==> config.mk <==
export PLATFORM = sky130hd
export DESIGN_NAME = serial_add_seq
export DESIGN_NICKNAME = d
export VERILOG_FILES = /design/src/rtl/serial_add_pkg.sv /design/src/rtl/two_adder.sv /design/src/rtl/serial_add_seq.sv
export SDC_FILE = /design/constraint.sdc
export NUM_CORES = 1
export LEC_CHECK = 0
export ABC_AREA = 1
export CELL_PAD_IN_SITES_DETAIL_PLACEMENT = 1
export CELL_PAD_IN_SITES_GLOBAL_PLACEMENT = 1
export CORE_MARGIN = 5
export CORE_UTILIZATION = 40
export DETAILED_ROUTE_END_ITERATION = 10
export MAX_ROUTING_LAYER = met4
export PLACE_DENSITY_LB_ADDON = 0.1
export SLEW_MARGIN = 20
export SYNTH_ARGS = -nofsm -noshare
export SYNTH_HDL_FRONTEND = slang
export SYNTH_SLANG_ARGS = --single-unit
export TNS_END_PERCENT = 50
==> constraint.sdc <==
create_clock -name clk -period 3.9 [get_ports clk]
set_input_delay 0.585 -clock clk [delete_from_list [all_inputs] [get_ports clk]]
set_output_delay 0.585 -clock clk [all_outputs]
set_load 0.005 [all_outputs]
==> src/rtl/serial_add_pkg.sv <==
// Shared types and helpers for the serial adder controller.
// Holds the FSM encoding, the bits-per-step constant and the counter sizing.
package serial_add_pkg;

  typedef enum logic [1:0] {IDLE, RUN, DONE} state_t;

  localparam int STEP_BITS = 2;

  // Step counter width; never narrower than one bit, even when there is a single step.
  function automatic int cnt_width(input int width);
    int steps;
    steps = width / STEP_BITS;
    return (steps <= 2) ? 1 : $clog2(steps);
  endfunction

endpackage

==> src/rtl/two_adder.sv <==
// Two-bit ripple slice built from two full-adder cells; purely combinational.
module two_adder (
  input  logic a0,
  input  logic a1,
  input  logic b0,
  input  logic b1,
  input  logic cin,
  output logic s0,
  output logic s1,
  output logic cout
);

  logic c1;

  assign s0   = a0 ^ b0 ^ cin;
  assign c1   = (a0 & b0) | (cin & (a0 ^ b0));
  assign s1   = a1 ^ b1 ^ c1;
  assign cout = (a1 & b1) | (c1 & (a1 ^ b1));

endmodule

==> src/rtl/serial_add_seq.sv <==
// Multi-cycle WIDTH-bit adder: one two-bit slice reused for WIDTH/2 cycles,
// LSB pair first, with valid/ready handshakes on both sides.
module serial_add_seq
  import serial_add_pkg::*;
#(
  parameter int WIDTH = 8
) (
  input  logic             clk,
  input  logic             rst,
  input  logic             in_valid,
  output logic             in_ready,
  input  logic [WIDTH-1:0] a,
  input  logic [WIDTH-1:0] b,
  input  logic             cin,
  output logic             out_valid,
  input  logic             out_ready,
  output logic [WIDTH-1:0] sum,
  output logic             cout,
  output logic             busy
);

  localparam int STEPS = WIDTH / STEP_BITS;
  localparam int CW    = cnt_width(WIDTH);

  if (WIDTH < 2 || (WIDTH % 2) != 0) begin : g_width_chk
    $fatal(1, "serial_add_seq: WIDTH must be even and >= 2");
  end

  state_t          state, state_nx;
  logic [CW-1:0]   count;
  logic            carry;
  logic [WIDTH-1:0] a_sh, b_sh, sum_sh, sum_nx;
  logic            s0, s1, sc;
  logic            accept, last;

  two_adder u_slice (
    .a0   (a_sh[0]),
    .a1   (a_sh[1]),
    .b0   (b_sh[0]),
    .b1   (b_sh[1]),
    .cin  (carry),
    .s0   (s0),
    .s1   (s1),
    .cout (sc)
  );

  // New pair enters at the top; after STEPS shifts the LSB pair sits at bit 0.
  assign sum_nx = (sum_sh >> STEP_BITS) | (WIDTH'({s1, s0}) << (WIDTH - STEP_BITS));

  assign accept    = in_valid & in_ready;
  assign last      = (count == CW'(STEPS - 1));
  assign in_ready  = (state == IDLE);
  assign out_valid = (state == DONE);
  assign busy      = (state != IDLE);

  always_ff @(posedge clk or posedge rst) begin
    if (rst) state <= IDLE;
    else     state <= state_nx;
  end

  always_comb begin
    state_nx = state;
    case (state)
      IDLE:    if (accept)    state_nx = RUN;
      RUN:     if (last)      state_nx = DONE;
      DONE:    if (out_ready) state_nx = IDLE;
      default:                state_nx = IDLE;
    endcase
  end

  // sum/cout are only written on the final step, so they stay stable in DONE
  // and keep the previous result through IDLE and the next RUN.
  always_ff @(posedge clk or posedge rst) begin
    if (rst) begin
      count  <= '0;
      carry  <= 1'b0;
      a_sh   <= '0;
      b_sh   <= '0;
      sum_sh <= '0;
      sum    <= '0;
      cout   <= 1'b0;
    end else if (accept) begin
      a_sh   <= a;
      b_sh   <= b;
      carry  <= cin;
      count  <= '0;
      sum_sh <= '0;
    end else if (state == RUN) begin
      a_sh   <= a_sh >> STEP_BITS;
      b_sh   <= b_sh >> STEP_BITS;
      sum_sh <= sum_nx;
      carry  <= sc;
      count  <= count + 1'b1;
      if (last) begin
        sum  <= sum_nx;
        cout <= sc;
      end
    end
  end

endmodule

==> results of run 1 <==
flip-flops by register name (all words and copies together), names as in the netlist:
register / cells
a_sh: 8
b_sh: 8
sum: 8
sum_sh: 6
count: 2
state: 2
carry: 1
cout: 1
per-layer routing:
layer,vias to the layer above,GRT usage [%]
li1,619,-
met5,-,-
met2,28,26.2
met4,0,7.99
met3,9,3.86
met1,623,19.0
worst max-delay path: stages (launching register included):
cell and delay [ns]:
dfrtp_1 0.47, nor2_1 0.12, buf_4 0.23, clkdlybuf4s50_1 0.54
cells by family after synthesis:
logic type	Yosys count	synth area share, %
flops	36	57.3
fa+ha+maj	3	3.34
simple gates	120	32.2
buf+inv	13	5.01
compound gates	4	2.15
area by class of cell:
type                    count  area (µm²)
inverters                   5        18.8
flip-flops and latches     36         901
well taps                  48        60.1
multi-input cells         127         592
fillers                   452        1730
repair buffers             34         335
clock inverters             3        42.5
clock buffers               5        68.8
path summary, 6_finish.rpt:
kind / slack [ns] / startpoint / cells past startpoint / to
min reg2reg: 0.48 / a_sh[6] / 2 / a_sh[6]
min: 0.48 / a_sh[6] / 2 / a_sh[6]
max reg2reg: 2.33 / carry / 4 / sum_sh[7]
max in group asynchronous: 2.88 / rst / 3 / a_sh[3]
max: 1.65 / state[0] / 3 / in_ready
min in group asynchronous: 0.69 / rst / 3 / count[1]
cell usage after synthesis, drive strengths merged:
cell	count
nand2	86
dfrtp	36
nand3	30
buf	8
inv	5
nor2	4
o21ai	3
fa	2
ha	1
o31ai	1
where the power goes:
group | internal (W) | switching, W | total [W]
clock | 0.000189 | 0.000146 | 0.000335
combinational | 0.000246 | 0.000317 | 0.000563
sequential | 0.000521 | 0.000100 | 0.000621
placed cells by master, fill, tap and decap left out:
cell type         n
inv_1             4
nand2_1          85
clkbuf_8          5
bufinv_16         1
fa_1              2
nor2_1            2
o21ai_0           2
buf_4             2
ha_1              1
o31ai_1           1
nand3_1          30
inv_2             1
dfrtp_1          36
nor2_4            2
clkinv_2          1
nand2_2           1
clkinvlp_4        1
o21ai_4           1
clkdlybuf4s50_1  32
stage by stage:
| step | hold WS, ns | total power [W] | utilization (%) |
|---|---|---|---|
| 2_1_floorplan | 0.442 | 0.00101 | - |
| 3_3_place_gp | 0.453 | 0.00117 | 50.9 |
| 3_5_place_dp | 0.461 | 0.00121 | 50.9 |
| 4_1_cts | 0.480 | 0.00155 | 53.9 |
| 5_1_grt | 0.505 | 0.00165 | 53.9 |
| 6_report | 0.476 | 0.00152 | 53.9 |
==> results.cfg, run 1 <==
[synthesis]
syn_area_um2 = 1570
synth_cell_type_count = 16
syn-num-nets = 200
avgSynthCellArea_um2 = 8.93
synth_top_area_share_pct = 57.3
synth.area.top_cells = dfrtp_1 57%, nand2_1 20%, nand3_1 9.6%, fa_1 2.5%, buf_4 1.4%
synth_area_leader_cell = dfrtp_1
netlist_instances = 176
seq_area_frac_synth_pct = 57.3
ys_warn_count = 0
synth.ff_latch_count = 36

[detailed_routing]
viasPerCell = 4.96
postRouteAntennaNets = 0
wl_met1_um = 1620
dr_wl_met2_um = 1710
drc = 0
wl_per_cell_um = 13.8
vias = 1279
first_iter_violations = 94
wl_met3_um = 149
firstDrtPassIters = 4
top_layer = met4
routed_wl_um = 3550

[setup_path]
crit_type = reg2out
crit_path_end_kind = output pin
crit_path_start_kind = flip-flop
path_max_fanout = 20
required_ns = 3.31
cp.arrival_ns = 1.67

[timing]
worst_slew_pin_slew_ns = 0.716
min_period_ns = 2.25
hold_violations = 0
setup_slack_ns = 1.65
post-route-period-util_pct = 57.8
rsz0062_at_grt = no
fmax_mhz = 444
skew_ns = 0.00242
setup_viol = 0
fin_tns_setup_ns = 0
maxSlewHeadroom_pct = 52.1
drv_slew = 0

[cts]
clock_latency_ns = 0.29
cts_setup_buffers = 0
cts_buffers = 5
clock_sinks = 36
cts_buffer_depth = 2
cts_resized = 0
hold_buffers = 0
cts_tree = built
htreeDepth = 2
path_clk_slew_ns = 0.08
clockRootBuffer = clkbuf_8

[pwr]
power_density_nw_per_um2 = 753
p_leak_nw = 0.994
ir_drop_mv = 0.311

[global_routing]
grt_max_degree = 37
overflow = 0
antenna_found_initial = 0
grt.total_usage_pct = 16.3
grt_pass1_vias = 1453
grt_pass1_wl_um = 6490

[placement]
dp_slack_ns = 1.46
io_buffer_count = 32
gp_congestion = 0.731
dp_hpwl_um = 2470
dpl_cell_area_um2 = 1910
dp_cells = 250

[die]
num_io_pins = 33
rows = 22
die-width_um = 72.7
dieArea_um2 = 5280
core_um2 = 3740
start_util_pct = 42.0
die_y_um = 72.7

[final_layout]
stdcell_count = 258
diodes = 0
syn_to_final_growth_pct = 28.4
design_area_um2 = 2020
final_nets = 233
drive_gt1_share_pct = 7.14

[outcome]
outcome = complete, no violations

[job]
max_cap_violations = 0

[worst_hold_path]
hp-class = reg2reg
No activity file was read; power rests on OpenSTA's default activity.
==> run 2, diff against run 1 <==
Settings changed: CORE_UTILIZATION 40 to 34.
Clock period 3.9 ns to 1.9 ns, I/O delays scaled along.
==> run 2 against run 1 <==
Against the previous run:
- die area grew 15%
- global-route usage shrank 2.4 points
- hold slack lost 0.064 ns
- via count grew 0.16%
- register-to-register slack lost 2.0 ns
- cell area grew 1.1%
- critical path type unchanged
- count of clock-buffer cells in the layout grew 3
==> results.cfg, run 2 (synthesized netlist as in run 1, its figures left out) <==
[outcome]
outcome = complete, no violations

[final_layout]
syn_to_final_growth_pct = 29.8
n_fill_cell = 513
final_nets = 236
most-common-layout-cells = 85 x nand2_1, 36 x dfrtp_1, 32 x clkdlybuf4s50_1, 30 x nand3_1, 6 x clkbuf_8
diodes = 0
layout_commonest_cell = nand2_1
stdcell_count = 265
largestRegisters = a_sh (8), b_sh (8), sum (8)
drive_gt1_share_pct = 7.98

[setup_path]
crit_path_start_kind = flip-flop
crit_path_max_incr_delay_ns = 0.52
cp.arrival_ns = 1.54
path_cells = inv_1, nor2_1, clkdlybuf4s50_1
path_max_fanout = 4
crit_path_end_kind = output pin
slowest_stage = clkdlybuf4s50_1
crit_type = reg2out
required_ns = 1.62

[die]
start_util_pct = 35.6
core_um2 = 4410
die_y_um = 78.0
num_io_pins = 33
die-width_um = 78.0
rows = 24
dieArea_um2 = 6080

[timing]
worst_slew_pin_slew_ns = 0.467
hold_violations = 0
maxSlewHeadroom_pct = 68.8
rsz0062_at_grt = no
skew_ns = 0.00668
fin_tns_setup_ns = 0
drv_slew = 0
fmax_mhz = 548
post-route-period-util_pct = 96.1
setup_viol = 0
min_period_ns = 1.83

[global_routing]
grt.total_usage_pct = 13.9
grt_max_degree = 37
grt_pass1_wl_um = 6580
overflow = 0
antenna_found_initial = 0
grt_pass1_vias = 1494

[detailed_routing]
drc = 0
postRouteAntennaNets = 0
viasPerCell = 4.83
first_iter_violations = 32
firstDrtPassIters = 4
routed_wl_um = 3650
vias = 1281
wl_per_cell_um = 13.8

[pwr]
p_sw_share_pct = 37.2
ir_drop_mv = 0.657
p_leak_nw = 1.00
p_seq_share_pct = 41.4
power_density_nw_per_um2 = 1510
internal-power_w = 0.00193
pwr-share-clk_pct = 18.3
comb_power_share_pct = 40.2
power_switching_w = 0.00114

[cts]
cts_buffers = 5
clockRootBuffer = clkbuf_8
hold_buffers = 0
path_clk_slew_ns = 0.07
clock_latency_ns = 0.29
clock_sinks = 36
htreeDepth = 2
cts_tree = built
cts_buffer_depth = 2

[job]
max_cap_violations = 0

[placement]
gp_congestion = 0.720
dp_cells = 257
dp_hpwl_um = 2610
io_buffer_count = 32

[worst_hold_path]
hp-class = in2async
## run 2: routing by layer
layer / routed length [µm] / vias up / GRT usage, %
li1: - / 624 / -
met1: 1670 / 621 / 15.4
met2: 1770 / 29 / 23.3
met3: 143 / 7 / 4.28
met4: 61 / 0 / 5.07
met5: 0 / - / -
## run 2: cell type report
cell class	count	area [µm²]	area share (%)
Clock buffer	8	90.1	4.42
Inverter	5	18.8	0.920
Multi-Input combinational cell	127	594	29.1
Tap cell	52	65.1	3.19
Sequential cell	36	901	44.2
Timing Repair Buffer	37	370	18.2
## run 2: critical path: cells and delay by family, from the launching register on
| family | cells | cell delay [ns] |
|---|---|---|
| and+or+nand+nor | 1 | 0.15 |
| DFF | 1 | 0.44 |
| buffers and inverters | 2 | 0.67 |
## run 2: power by group through the flow
stage / Clock [W] / Combinational, W / Sequential (W)
2_1_floorplan: 0 / 0.000819 / 0.00125
3_3_place_gp: 0 / 0.00121 / 0.00127
3_5_place_dp: 0 / 0.00126 / 0.00129
4_1_cts: 0.000588 / 0.00127 / 0.00127
5_1_grt: 0.000622 / 0.00142 / 0.00132
6_report: 0.000564 / 0.00124 / 0.00127
## run 2: worst paths after layout
kind	start	to	slack, ns	depth (start not counted)
setup / recovery	state[1]	out_valid	0.07	3
hold / removal	rst	count[1]	0.41	3
setup reg to reg	carry	sum_sh[7]	0.35	4
hold reg to reg	sum_sh[3]	sum_sh[3]	0.47	2
max in group asynchronous	rst	sum_sh[4]	1.16	3
min in group clk	sum_sh[3]	sum_sh[3]	0.47	2
## run 2: timing repair
action / 4_1_cts / 5_1_grt
gates resized for setup: 0 / 1
buffers inserted: 0 / 0
endpoints found under the setup margin: 0 / 2
endpoints found under the hold margin: 0 / 0
## run 2: through the flow
step           hold slack, ns  utilization, %  instance area (µm²)  setup WS [ns]  total power [W]
2_1_floorplan           0.383               -                 1570          0.416          0.00207
3_3_place_gp            0.455            44.1                 1950          0.401          0.00249
3_5_place_dp            0.462            44.1                 1950          0.362          0.00255
4_1_cts                 0.429            46.1                 2040         0.0539          0.00313
5_1_grt                 0.472            46.2                 2040         0.0245          0.00336
6_report                0.411            46.2                 2040         0.0743          0.00307
==> run 3, diff against run 2 <==
Settings changed: CORE_MARGIN 5 to 2.
==> run 3 against run 2 <==
Against the previous run:
- register-to-register slack barely moved
- via count fell by 2.2%
- power rose by 3.3%
- sequential share of layout area fell by 0.38 points
==> results.cfg, run 3 (synthesized netlist as in run 1, its figures left out) <==
[outcome]
outcome = complete, no violations

[final_layout]
drive_gt1_share_pct = 8.45
design_area_um2 = 2060
diodes = 0
largestRegisters = a_sh (8), b_sh (8), sum (8)
most-common-layout-cells = 85 x nand2_1, 36 x dfrtp_1, 32 x clkdlybuf4s50_1, 30 x nand3_1, 5 x clkbuf_8
layout_commonest_cell = nand2_1
syn_to_final_growth_pct = 30.9
finish.utilization_pct = 46.6
final_nets = 236

[placement]
gp_congestion = 0.808
dp_hpwl_um = 2380
io_buffer_count = 32
dpl_cell_area_um2 = 1950

[detailed_routing]
routed_wl_um = 3510
postRouteAntennaNets = 0
firstDrtPassIters = 4
vias = 1253
viasPerCell = 4.73
wl_per_cell_um = 13.2
first_iter_violations = 72
drc = 0

[cts]
cts_buffers = 5
cts_buffer_depth = 2
htreeDepth = 2
clock_sinks = 36
clockRootBuffer = clkbuf_8
cts_tree = built
path_clk_slew_ns = 0.07
clock_latency_ns = 0.29

[timing]
skew_ns = 0.00848
hold_violations = 0
worst_slew_pin_slew_ns = 0.465
maxSlewHeadroom_pct = 69.0
fin_tns_setup_ns = 0
setup_viol = 0
drv_slew = 0
min_period_ns = 1.79
fmax_mhz = 558
post-route-period-util_pct = 94.3
rsz0062_at_grt = no

[global_routing]
overflow = 0
grt_max_degree = 37
grt_pass1_vias = 1315
grt_pass1_wl_um = 6220
antenna_found_initial = 0
grt.total_usage_pct = 16.4

[die]
die_y_um = 72.0
start_util_pct = 35.6
core_um2 = 4410
die-width_um = 72.0
num_io_pins = 33
dieArea_um2 = 5180
rows = 24

[pwr]
p_sw_share_pct = 36.3
power_switching_w = 0.00115
ir_drop_mv = 0.536
p_seq_share_pct = 40.0
pwr-share-clk_pct = 21.1
p_leak_nw = 1.01
comb_power_share_pct = 38.9
power_density_nw_per_um2 = 1540
internal-power_w = 0.00202

[job]
max_cap_violations = 0

[setup_path]
cp.arrival_ns = 1.51
crit_path_end_kind = output pin
crit_type = reg2out
required_ns = 1.62
path_max_fanout = 4
crit_path_start_kind = flip-flop

[worst_hold_path]
hp-class = in2async
## run 3: worst paths after layout
kind | depth (start not counted) | from | endpoint | slack, ns
setup / recovery | 3 | state[1] | out_valid | 0.11
max in group asynchronous | 3 | rst | a_sh[1] | 1.17
hold / removal | 3 | rst | count[1] | 0.41
min in group clk | 2 | sum_sh[3] | sum_sh[3] | 0.47
setup reg to reg | 4 | carry | sum_sh[7] | 0.35
hold reg to reg | 2 | sum_sh[3] | sum_sh[3] | 0.47
## run 3: per-stage QoR
| stage | hold WS (ns) | instances | setup WS, ns | total power (W) |
|---|---|---|---|---|
| floorplan | 0.383 | 176 | 0.416 | 0.00207 |
| global placement | 0.455 | 257 | 0.401 | 0.00248 |
| detailed placement | 0.460 | 257 | 0.348 | 0.00254 |
| CTS | 0.419 | 265 | 0.0581 | 0.00323 |
| global route | 0.481 | 265 | 0.0332 | 0.00346 |
| finish | 0.408 | 265 | 0.108 | 0.00318 |
## run 3: timing repair
| item | 4_1_cts | 5_1_grt |
|---|---|---|
| hold buffers | 0 | 0 |
| endpoints found under the setup margin | 0 | 1 |
| gates resized for setup | 0 | 1 |
| buffers inserted | 0 | 0 |
## run 3: area by class of cell
cell class                 instances  area, µm²
clock inverter                     2       35.0
tap                               52       65.1
inverter                           5       18.8
sequential                        36        901
fill                             499       2360
timing repair buffer              37        370
clock buffer                       6       72.6
multi-input combinational        127        594
## run 3: worst max-delay path, cell delays in order (launching register included)
cell and delay [ns]:
dfrtp_1 0.44, inv_1 0.14, nor2_1 0.13, clkdlybuf4s50_1 0.52
## run 3: power by group through the flow
| stage | registers (W) | clock network [W] | logic, W |
|---|---|---|---|
| 2_1_floorplan | 0.00125 | 0 | 0.000819 |
| 3_3_place_gp | 0.00127 | 0 | 0.00121 |
| 3_5_place_dp | 0.00129 | 0 | 0.00125 |
| 4_1_cts | 0.00127 | 0.000693 | 0.00127 |
| 5_1_grt | 0.00132 | 0.000719 | 0.00142 |
| 6_report | 0.00127 | 0.000669 | 0.00123 |
## run 3: per-layer routing
metal / global-route usage, % / routed length [µm]
met5: - / 0
met4: 6.92 / 59
met3: 4.17 / 183
met2: 26.9 / 1670
met1: 19.1 / 1590
